==> config.mk <==
export PLATFORM = sky130hd
export DESIGN_NAME = int_responder_flat
export DESIGN_NICKNAME = d
export VERILOG_FILES = /design/src/rtl/int_responder_pkg.sv /design/src/rtl/int_responder_if.sv /design/src/rtl/int_responder_sat_updown_cnt.sv /design/src/rtl/int_responder.sv /design/src/flat_wrapper.sv
export SDC_FILE = /design/constraint.sdc
export NUM_CORES = 1
export LEC_CHECK = 0
export BUFFER_PORTS_ARGS = -buffer_cell sky130_fd_sc_hd__clkbuf_2
export CELL_PAD_IN_SITES_DETAIL_PLACEMENT = 1
export CELL_PAD_IN_SITES_GLOBAL_PLACEMENT = 2
export CORE_MARGIN = 1.5
export CORE_UTILIZATION = 17
export CTS_BUF_LIST = sky130_fd_sc_hd__clkbuf_8
export CTS_CLUSTER_SIZE = 16
export DETAILED_ROUTE_END_ITERATION = 6
export PLACE_DENSITY = 0.82
export SYNTH_ARGS = -nofsm -noshare
export SYNTH_HDL_FRONTEND = slang
export SYNTH_SLANG_ARGS = --single-unit
==> constraint.sdc <==
create_clock -name clk -period 3.6 [get_ports clk]
set_input_delay 0.54 -clock clk [delete_from_list [all_inputs] [get_ports clk]]
set_output_delay 0.54 -clock clk [all_outputs]
set_load 0.005 [all_outputs]
==> src/rtl/int_responder_pkg.sv <==
// int_pkg: shared definitions for the int_responder interrupt source.
//   state_e    - interrupt handshake FSM states
//   ACK_OFS    - byte offset of the ACK/STATUS word from the block base
//   CTRL_OFS   - byte offset of the CTRL word from the block base
//   INT_BIT    - STATUS bit carrying the live interrupt level
//   EN_BIT     - STATUS bit mirroring the source enable
//   word_addr  - strips the byte-lane bits from a bus address
package int_pkg;

  typedef enum logic [1:0] {
    ST_IDLE    = 2'd0,
    ST_ASSERT  = 2'd1,
    ST_HOLDOFF = 2'd2
  } state_e;

  localparam logic [31:0] ACK_OFS  = 32'd0;
  localparam logic [31:0] CTRL_OFS = 32'd4;

  localparam int INT_BIT = 31;
  localparam int EN_BIT  = 30;

  function automatic logic [31:0] word_addr(input logic [31:0] a);
    return a & 32'hFFFF_FFFC;
  endfunction

endpackage

==> src/rtl/int_responder_if.sv <==
// int_responder_if: CPU external-bus view of the interrupt source.
//   addr      - byte address from the CPU (low two bits ignored by the device)
//   wdata     - store data
//   byteen    - byte enables; nonzero marks a store this cycle
//   rdata     - combinational read data for addr
//   interrupt - registered level interrupt request
// master: CPU/bridge side.  slave: int_responder side.
interface int_responder_if;
  logic [31:0] addr;
  logic [31:0] wdata;
  logic [3:0]  byteen;
  logic [31:0] rdata;
  logic        interrupt;

  modport master (
    output addr,
    output wdata,
    output byteen,
    input  rdata,
    input  interrupt
  );

  modport slave (
    input  addr,
    input  wdata,
    input  byteen,
    output rdata,
    output interrupt
  );
endinterface

==> src/rtl/int_responder_sat_updown_cnt.sv <==
// sat_updown_cnt: W-bit unsigned up/down counter that sticks at both ends.
//   clk   - clock, rising edge
//   reset - asynchronous active-high clear
//   inc   - count up by one (ignored at all-ones)
//   dec   - count down by one (ignored at zero)
//   count - registered count
// inc and dec together cancel and leave the count unchanged.
module sat_updown_cnt #(
  parameter int W = 4
) (
  input  logic         clk,
  input  logic         reset,
  input  logic         inc,
  input  logic         dec,
  output logic [W-1:0] count
);

  localparam logic [W-1:0] CNT_MAX = '1;

  logic [W-1:0] count_q;
  logic [W-1:0] count_d;

  always_comb begin
    count_d = count_q;
    if (inc && !dec && (count_q != CNT_MAX)) begin
      count_d = count_q + W'(1);
    end else if (dec && !inc && (count_q != '0)) begin
      count_d = count_q - W'(1);
    end
  end

  always_ff @(posedge clk or posedge reset) begin
    if (reset) begin
      count_q <= '0;
    end else begin
      count_q <= count_d;
    end
  end

  assign count = count_q;

endmodule

==> src/rtl/int_responder.sv <==
// int_responder: memory-mapped interrupt source.
// Counts event_req pulses, raises a level interrupt while events are pending
// and enabled, and retires one event per CPU store to the ACK word.
//   clk       - system clock, rising edge
//   reset     - asynchronous active-high reset
//   event_req - one sampled high cycle is one event
//   bus       - slave side of int_responder_if (addr/wdata/byteen/rdata/interrupt)
// Register map (word aligned):
//   BASE_ADDR+0 ACK/STATUS  R: [31]=interrupt [30]=enable [CNT_W-1:0]=pending
//                           W: any store acknowledges one event
//   BASE_ADDR+4 CTRL        R/W: [0]=enable (written from byte lane 0 only)
//
// state      | meaning
// -----------+------------------------------------------------------------
// ST_IDLE    | interrupt low; waiting for enable and a nonzero pending count
// ST_ASSERT  | interrupt high; waiting for an ack store or a disable
// ST_HOLDOFF | interrupt forced low after an ack while holdoff_cnt runs out
module int_responder
  import int_pkg::*;
#(
  parameter logic [31:0] BASE_ADDR = 32'h0000_7f20,
  parameter int          CNT_W     = 4,
  parameter int          HOLDOFF   = 2
) (
  input  logic            clk,
  input  logic            reset,
  input  logic            event_req,
  int_responder_if.slave  bus
);

  localparam int HO_W = (HOLDOFF > 1) ? $clog2(HOLDOFF) : 1;
  localparam logic [HO_W-1:0] HO_LOAD = (HOLDOFF > 0) ? HO_W'(HOLDOFF - 1) : '0;

  localparam logic [31:0] ACK_ADDR  = BASE_ADDR + ACK_OFS;
  localparam logic [31:0] CTRL_ADDR = BASE_ADDR + CTRL_OFS;

  logic [31:0] word_a;
  logic        wr_any;
  logic        ack_hit;
  logic        ctrl_hit;
  logic        en_wr;

  state_e          state_q, state_d;
  logic            enable_q, enable_d;
  logic [HO_W-1:0] holdoff_cnt_q, holdoff_cnt_d;
  logic            interrupt_q, interrupt_d;

  logic [CNT_W-1:0] pending;
  logic             inc;
  logic             dec;
  logic [31:0]      rdata_c;

  logic unused_wdata;
  assign unused_wdata = ^bus.wdata[31:1];

  assign word_a   = word_addr(bus.addr);
  assign wr_any   = |bus.byteen;
  assign ack_hit  = wr_any && (word_a == ACK_ADDR);
  assign ctrl_hit = wr_any && (word_a == CTRL_ADDR);
  assign en_wr    = ctrl_hit && bus.byteen[0];

  // Acks outside ST_ASSERT are spurious and must not retire an event.
  assign inc = event_req && enable_q;
  assign dec = ack_hit && (state_q == ST_ASSERT) && (pending != '0);

  sat_updown_cnt #(
    .W (CNT_W)
  ) u_pending (
    .clk   (clk),
    .reset (reset),
    .inc   (inc),
    .dec   (dec),
    .count (pending)
  );

  always_comb begin
    state_d       = state_q;
    holdoff_cnt_d = holdoff_cnt_q;
    enable_d      = enable_q;

    if (en_wr) begin
      enable_d = bus.wdata[0];
    end

    case (state_q)
      ST_IDLE: begin
        // Registered pending/enable: a new event shows up one edge later.
        if (enable_q && (pending != '0)) begin
          state_d = ST_ASSERT;
        end
      end
      ST_ASSERT: begin
        // Ack wins over a disable in the same store cycle.
        if (ack_hit) begin
          if (HOLDOFF == 0) begin
            state_d = ST_IDLE;
          end else begin
            state_d       = ST_HOLDOFF;
            holdoff_cnt_d = HO_LOAD;
          end
        end else if (en_wr && !bus.wdata[0]) begin
          state_d = ST_IDLE;
        end
      end
      ST_HOLDOFF: begin
        if (holdoff_cnt_q == '0) begin
          state_d = ST_IDLE;
        end else begin
          holdoff_cnt_d = holdoff_cnt_q - HO_W'(1);
        end
      end
      default: begin
        state_d = ST_IDLE;
      end
    endcase

    interrupt_d = (state_d == ST_ASSERT);
  end

  always_ff @(posedge clk or posedge reset) begin
    if (reset) begin
      state_q       <= ST_IDLE;
      holdoff_cnt_q <= '0;
      enable_q      <= 1'b1;
      interrupt_q   <= 1'b0;
    end else begin
      state_q       <= state_d;
      holdoff_cnt_q <= holdoff_cnt_d;
      enable_q      <= enable_d;
      interrupt_q   <= interrupt_d;
    end
  end

  always_comb begin
    rdata_c = '0;
    if (word_a == ACK_ADDR) begin
      rdata_c[INT_BIT]     = interrupt_q;
      rdata_c[EN_BIT]      = enable_q;
      rdata_c[CNT_W-1:0]   = pending;
    end else if (word_a == CTRL_ADDR) begin
      rdata_c[0] = enable_q;
    end
  end

  assign bus.rdata     = rdata_c;
  assign bus.interrupt = interrupt_q;

endmodule

==> src/flat_wrapper.sv <==
// flat-port wrapper written by rule: the top's interface ports become plain ports
module int_responder_flat import int_pkg::*;
#(
  parameter logic [31:0] BASE_ADDR = 32'h0000_7f20,
  parameter int          CNT_W     = 4,
  parameter int          HOLDOFF   = 2
)
  (clk, reset, event_req, bus_addr, bus_wdata, bus_byteen, bus_rdata, bus_interrupt);
  int_responder_if bus_i ();
  input  logic clk;
  input  logic reset;
  input  logic event_req;
  input wire logic [$bits(bus_i.addr)-1:0] bus_addr;
  input wire logic [$bits(bus_i.wdata)-1:0] bus_wdata;
  input wire logic [$bits(bus_i.byteen)-1:0] bus_byteen;
  output wire logic [$bits(bus_i.rdata)-1:0] bus_rdata;
  output wire logic [$bits(bus_i.interrupt)-1:0] bus_interrupt;
  assign bus_i.addr = bus_addr;
  assign bus_i.wdata = bus_wdata;
  assign bus_i.byteen = bus_byteen;
  assign bus_rdata = bus_i.rdata;
  assign bus_interrupt = bus_i.interrupt;
  int_responder #(.BASE_ADDR(BASE_ADDR), .CNT_W(CNT_W), .HOLDOFF(HOLDOFF)) u_core (.clk(clk), .reset(reset), .event_req(event_req), .bus(bus_i));
endmodule
==> results of run 1 <==
[layout make-up]
class                   instances  area share [%]
clock buffers                   3            3.45
clock inverters                 1           0.313
inverters                       4            1.25
multi-input cells              93            49.1
flip-flops and latches          9            18.9
well taps                      70            7.31
repair buffers                 46            19.6
[stage by stage]
stage          power, mW  cells  utilization, %  worst slack (ns)
2_1_floorplan      0.136    133               -             0.754
3_3_place_gp       0.136    222            22.1             0.676
3_5_place_dp       0.137    222            22.1             0.644
4_1_cts            0.259    226            23.0             0.885
5_1_grt            0.267    226            23.0             0.756
6_report           0.254    226            23.0             0.905
[synthesized netlist by cell type]
master / number
buf_4: 26
dfrtp_1: 8
nand2_1: 6
nor2_1: 6
nor3_1: 5
nor4_1: 5
and3_2: 4
inv_1: 4
a21oi_1: 3
a21o_1: 2
ha_1: 2
mux2i_1: 2
nand2b_1: 2
nand4b_1: 2
o22a_1: 2
o31ai_1: 2
a21bo_1: 1
a31oi_1: 1
a32oi_1: 1
and2_0: 1
and2_1: 1
and2_2: 1
and4_1: 1
clkbuf_1: 1
conb_1: 1
dfstp_2: 1
fa_1: 1
mux2_2: 1
nand3_1: 1
nand3_2: 1
nand3b_1: 1
nand4_1: 1
nor3b_1: 1
nor4_4: 1
o21ai_0: 1
o221ai_1: 1
o311ai_1: 1
or2_2: 1
or3b_2: 1
or4b_2: 1
or4b_4: 1
xnor2_1: 1
xor2_1: 1
[worst register-to-register path: stages (launching register included)]
cell and delay, ns:
dfrtp_1 0.47, nor4_1 0.49, nor3_1 0.11, nand3_2 0.11, nand2_1 0.13, ha_1 0.31
a21o_1 0.18, a21o_1 0.22, o311ai_1 0.23, o221ai_1 0.15
[worst paths after layout]
check,from,to,slack (ns),cells after the start
max in group asynchronous,reset,u_core.enable_q,3.05,2
worst max-delay path,bus_addr[4],u_core.u_pending.count[3],0.90,10
worst max register to register,u_core.u_pending.count[0],u_core.u_pending.count[3],1.06,9
worst min-delay path,reset,u_core.state_q[0],0.25,2
worst min register to register,u_core.holdoff_cnt_q,u_core.state_q[1],0.51,2
min in group clk,u_core.holdoff_cnt_q,u_core.state_q[1],0.51,2
[kinds of logic after synthesis]
logic type                 Yosys count  synth area share (%)
AOI/OAI and AO/OA                   15                  11.8
xor gates and xnor gates             2                  1.87
adders and majority gates            3                  4.82
buffers and inverters               31                  22.9
DFF                                  9                  24.2
muxes                                3                  3.35
other                                1                 0.401
and+or+nand+nor                     44                  30.7
[per-layer routing]
metal | share of wire, % | GRT usage (%)
met3 | 10 | 1.43
met2 | 49 | 14.0
met5 | 0 | 0
met4 | 1.8 | 4.91
met1 | 39 | 8.61
[sequential cells by signal (all words and copies together) (netlist names)]
| signal | count |
|---|---|
| u_core.state_q | 2 |
| u_core.holdoff_cnt_q | 1 |
| u_core.enable_q | 1 |
| u_core.u_pending.count | 4 |
| u_core.bus.interrupt | 1 |
[power by group]
group | leakage, nW | switching [mW] | internal [mW]
clock network | 0.0269 | 0.0431 | 0.0746
registers | 0.112 | 0.0000000516 | 0.101
logic | 0.466 | 0.0173 | 0.0171
total | 0.604 | 0.0604 | 0.193
==> flow_metrics.tcl, run 1 <==
set metrics [dict create \
    hold_viol_final 0 \
    slew_violations 0 \
    cp_max_fo 4 \
    crit_top_cell "a21o_1" \
    synthCells 108 \
    register_area_um2 226 \
    cts.path.max_buffers 2 \
    final_common_cell "clkbuf_2" \
    synth_seq_area_share_pct 24.2 \
    wl_per_cell_um 10.5 \
    slowest_delay_ns 0.55 \
    cp.arrival_ns 2.79 \
    slew_headroom_pct 65.7 \
    cts_setup_buffers 0 \
    rows 26 \
    coreArea_um2 5200 \
    max-vdd-ir-drop_uv 64.0 \
    synth_top_cell_by_area "dfrtp_1" \
    cts.repair.resized 0 \
    p_leak_nw 0.604 \
    start_kind "primary input" \
    tritoncts "yes" \
    run_status "complete, no violations" \
    gp_congestion 0.771 \
    final_area_um2 1200 \
    ant_nets 0 \
    finalSetupViolations 0 \
    cts_sinks 9 \
    power_density_nw_per_um2 212 \
    crit_type "primary input to flop" \
    worst_pin_slew_ns 0.510 \
    clk_pin_slew_ns 0.05 \
    firstDrtPassIters 3 \
    fill_cells 659 \
    syn_area_um2 935 \
    vias 903 \
    cts_max_level 1 \
    antenna_found_initial 0 \
    routed_via_density 4.00 \
    grt_pass1_vias 865 \
    wirelength_mm 2.37 \
    root_buffer "clkbuf_8" \
    setup_tns_ns 0 \
    crit_family "simple AND/OR/NAND/NOR gates" \
    hold_class "primary input to async pin" \
    rsz0062_at_grt "false" \
    initial_core_util_pct 18.0 \
    dieArea_um2 5950 \
    min_period_over_period_pct 74.9 \
    io_buffers 44 \
    synth.area.top_cells "dfrtp_1 (21%), buf_4 (21%), nor4_1 (3.3%)" \
    synth.top_cell.area_share_pct 21.4 \
    ys_ff_latch 9 \
    die_h_um 77.1 \
    multiInputGateArea_um2 588 \
    fin_nets 231 \
    clock_latency_ns 0.23 \
    drive_above_1_share_pct 39.7 \
    drt_iter0_markers 23 \
    grt_max_degree 10 \
    layout_common_cells "clkbuf_2 (44), conb_1 (26), dfrtp_1 (8)" \
    avgSynthCellArea_um2 8.65 \
    place_area_um2 1150 \
    fmax_mhz 371 \
    grt_overflow_total 0 \
    grt_pass1_wl_mm 3.85 \
    period_needed_ns 2.70 \
    grt_util_all_layers_pct 7.91 \
    critPathSlowestCell "or4b_4" \
    drv_cap 0 \
    antenna_cells 0 \
    drc 0 \
    die_w_um 77.1 \
    yosysWarnings 0 \
    ios 104 \
    postCtsHoldBufs 0 \
    syn_to_final_growth_pct 28.1 \
    cp-end-kind "flop" \
    critPathBufInv 1 \
    finClkSkew_ns 0.00266 \
    hpwl_mm 2.03 \
    whs_ns 0.248 \
    cts_made_buffers 3 \
    crit_chain "clkbuf_2, or4b_4, nor4_4, nand3_2, nand2_1, ha_1, a21o_1, a21o_1, o311ai_1, o221ai_1" \
    synth_cell_type_count 43 \
    crit_required_ns 3.70 \
]
Power figures use the tool's default switching activity.
==> inputs of run 2 (changes only) <==
ABC_AREA = 1   (was not set)
CORE_UTILIZATION = 16   (was 17)
PLACE_DENSITY = 0.79   (was 0.82)
clock period = 2.6 ns   (was 3.6 ns; I/O delays follow)
==> run 2 against run 1 <==
Compared with the run above: global-route usage shrank 0.53 points; via count grew 14%; setup slack lost 0.57 ns; combinational power grew 73%; sequential cell count is the same; design area grew 9.4%; total power grew 43%; routed wire length grew 5.0%; critical path type is now flop to flop.
==> flow_metrics.tcl, run 2 <==
set metrics [dict create \
    coreArea_um2 6310 \
    min_period_over_period_pct 87.1 \
    run_status "complete, no violations" \
    cts_max_level 1 \
    grt_pass1_vias 1017 \
    cp-end-kind "flop" \
    grt_pass1_wl_mm 4.22 \
    ys_ff_latch 9 \
    crit_type "flop to flop" \
    cts.path.max_buffers 2 \
    grt_util_all_layers_pct 7.38 \
    fill_cells 816 \
    dieArea_um2 7010 \
    vias 1030 \
    wl_met1_um 989 \
    hold_viol_final 0 \
    async_reset_ff_share_pct 100 \
    routed_via_density 3.59 \
    max-vdd-ir-drop_uv 170 \
    final_common_cell "clkbuf_2" \
    drv_cap 0 \
    drt_iter0_markers 22 \
    initial_core_util_pct 16.5 \
    yosysMostFrequentCell "nand2_1" \
    yosysWarnings 0 \
    layout_common_cells "clkbuf_2 (44), nand2_1 (34), inv_1 (32)" \
    critPathBufInv 2 \
    place_inst 283 \
    hpwl_mm 2.27 \
    wl_per_cell_um 8.67 \
    drc 0 \
    p_seq_share_pct 38.8 \
    firstDrtPassIters 4 \
    ios 104 \
    finClkSkew_ns 0.00376 \
    postCtsHoldBufs 0 \
    crit_required_ns 2.72 \
    synth_top_cell_by_area "dfrtp_1" \
    finalSetupViolations 0 \
    syn_area_um2 1040 \
    synthFlopType "dfrtp_1" \
    cp_max_fo 5 \
    ant_nets 0 \
    fin_nets 285 \
    syn_to_final_growth_pct 25.7 \
    cts.repair.resized 0 \
    cell_internal_pwr_uw 270 \
    top_layer "met4" \
    antenna_found_initial 0 \
    synth_common_cells "nand2_1 (34), inv_1 (31), nor2_1 (30)" \
    rows 29 \
    synth-edff-count 0 \
    start_kind "flop" \
    hold_class "primary input to async pin" \
    synth_cell_type_count 24 \
    critPathSlowestCell "dfrtp_1" \
    reg2reg_depth 13 \
    die_w_um 83.7 \
    slowest_delay_ns 0.45 \
    fmax_mhz 442 \
    synthCells 162 \
    wirelength_mm 2.49 \
    setup_tns_ns 0 \
    largest_reg_flops 4 \
    synth.top_cell.area_share_pct 19.2 \
    period_needed_ns 2.26 \
    grt_overflow_total 0 \
    cts_sinks 9 \
    synth_seq_area_share_pct 21.7 \
    cts_made_buffers 3 \
    power_frac_comb_pct 16.4 \
    tritoncts "yes" \
    synth.area.top_cells "dfrtp_1 (19%), buf_4 (19%), nand2_1 (12%)" \
    cp.arrival_ns 2.39 \
    slew_violations 0 \
    swShare_pct 25.4 \
    crit_chain "inv_1, nand4_1, nand4_1, nand2_2, ha_1, nand2_1, nand2_1, a31oi_1, inv_1, nand2_1, nand3_1, nand2_1, nand2_1" \
    cp.depth 13 \
    avgSynthCellArea_um2 6.43 \
    antenna_cells 0 \
    pwr-share-clk_pct 44.8 \
    power_density_nw_per_um2 277 \
    clk_pin_slew_ns 0.05 \
    rsz0062_at_grt "false" \
    p_sw_uw 92.1 \
    grt_max_degree 10 \
    crit_family "simple AND/OR/NAND/NOR gates" \
    die_h_um 83.7 \
    root_buffer "clkbuf_8" \
    cts_setup_buffers 0 \
    finalNonFillerCells 287 \
    met2_length_mm 1.28 \
    drive_above_1_share_pct 26.7 \
    wl_met3_um 167 \
    io_buffers 44 \
    p_leak_nw 0.760 \
    gp_congestion 0.736 \
    clock_latency_ns 0.24 \
    crit_top_cell "nand2_1" \
]
-- run 2: final cells by class --
cell class,instances,area (um2),share of cell area (%)
multi-input cells,121,598,45.7
clock buffers,3,41.3,3.15
well taps,77,96.3,7.35
clock inverters,1,3.75,0.287
inverters,31,116,8.88
flip-flops and latches,9,226,17.3
repair buffers,45,228,17.4
-- run 2: power by group through the flow --
stage	combinational [mW]	clock, mW	sequential [mW]
after CTS	0.0604	0.165	0.141
after detailed placement	0.0601	0	0.143
after global placement	0.0587	0	0.143
after floorplan	0.0554	0	0.143
final	0.0596	0.162	0.141
after global routing	0.0708	0.173	0.140
-- run 2: cells by family (layout without fill, tap and decap cells) --
| family | after synthesis | in the layout | synth area share (%) |
|---|---|---|---|
| AO/OA/AOI/OAI | 9 | 9 | 5.16 |
| XOR/XNOR | 2 | 2 | 1.68 |
| flip-flops | 9 | 9 | 21.7 |
| adder cells (fa/ha/maj) | 3 | 3 | 4.32 |
| buffers and inverters | 57 | 80 | 29.9 |
| other | 1 | 26 | 0.360 |
| AND/OR/NAND/NOR | 81 | 81 | 36.9 |
-- run 2: worst reg2reg max path, stage by stage (launching register included) --
cell and delay [ns]:
dfrtp_1 0.45, inv_1 0.12, nand4_1 0.22, nand4_1 0.21, nand2_2 0.13, ha_1 0.35, nand2_1 0.07, nand2_1 0.04
a31oi_1 0.21, inv_1 0.07, nand2_1 0.09, nand3_1 0.08, nand2_1 0.06, nand2_1 0.04
-- run 2: worst paths after layout --
path,from,endpoint,slack (ns)
max in group asynchronous,reset,u_core.enable_q,2.19
max,u_core.u_pending.count[0],u_core.u_pending.count[3],0.34
max reg2reg,u_core.u_pending.count[0],u_core.u_pending.count[3],0.34
min in group clk,bus_wdata[0],u_core.enable_q,0.45
min,reset,u_core.u_pending.count[0],0.10
min reg2reg,u_core.holdoff_cnt_q,u_core.state_q[1],0.51
-- run 2: metrics by stage --
| step | setup slack (ns) | power, mW | area (um2) | hold slack, ns | util (%) |
|---|---|---|---|---|---|
| 2_1_floorplan | 0.623 | 0.198 | 1140 | 0.217 | - |
| 5_1_grt | 0.145 | 0.384 | 1310 | 0.133 | 20.7 |
| 4_1_cts | 0.286 | 0.366 | 1310 | 0.115 | 20.7 |
| 3_5_place_dp | 0.158 | 0.203 | 1260 | 0.365 | 20.0 |
| 6_report | 0.336 | 0.362 | 1310 | 0.101 | 20.7 |
| 3_3_place_gp | 0.222 | 0.201 | 1260 | 0.358 | 20.0 |
-- run 2: per-layer routing --
metal  up-vias  GRT usage (%)
li1        532              -
met1       452           7.83
met2        42           14.1
met3         4          0.989
met4         0           3.58
met5         -              0
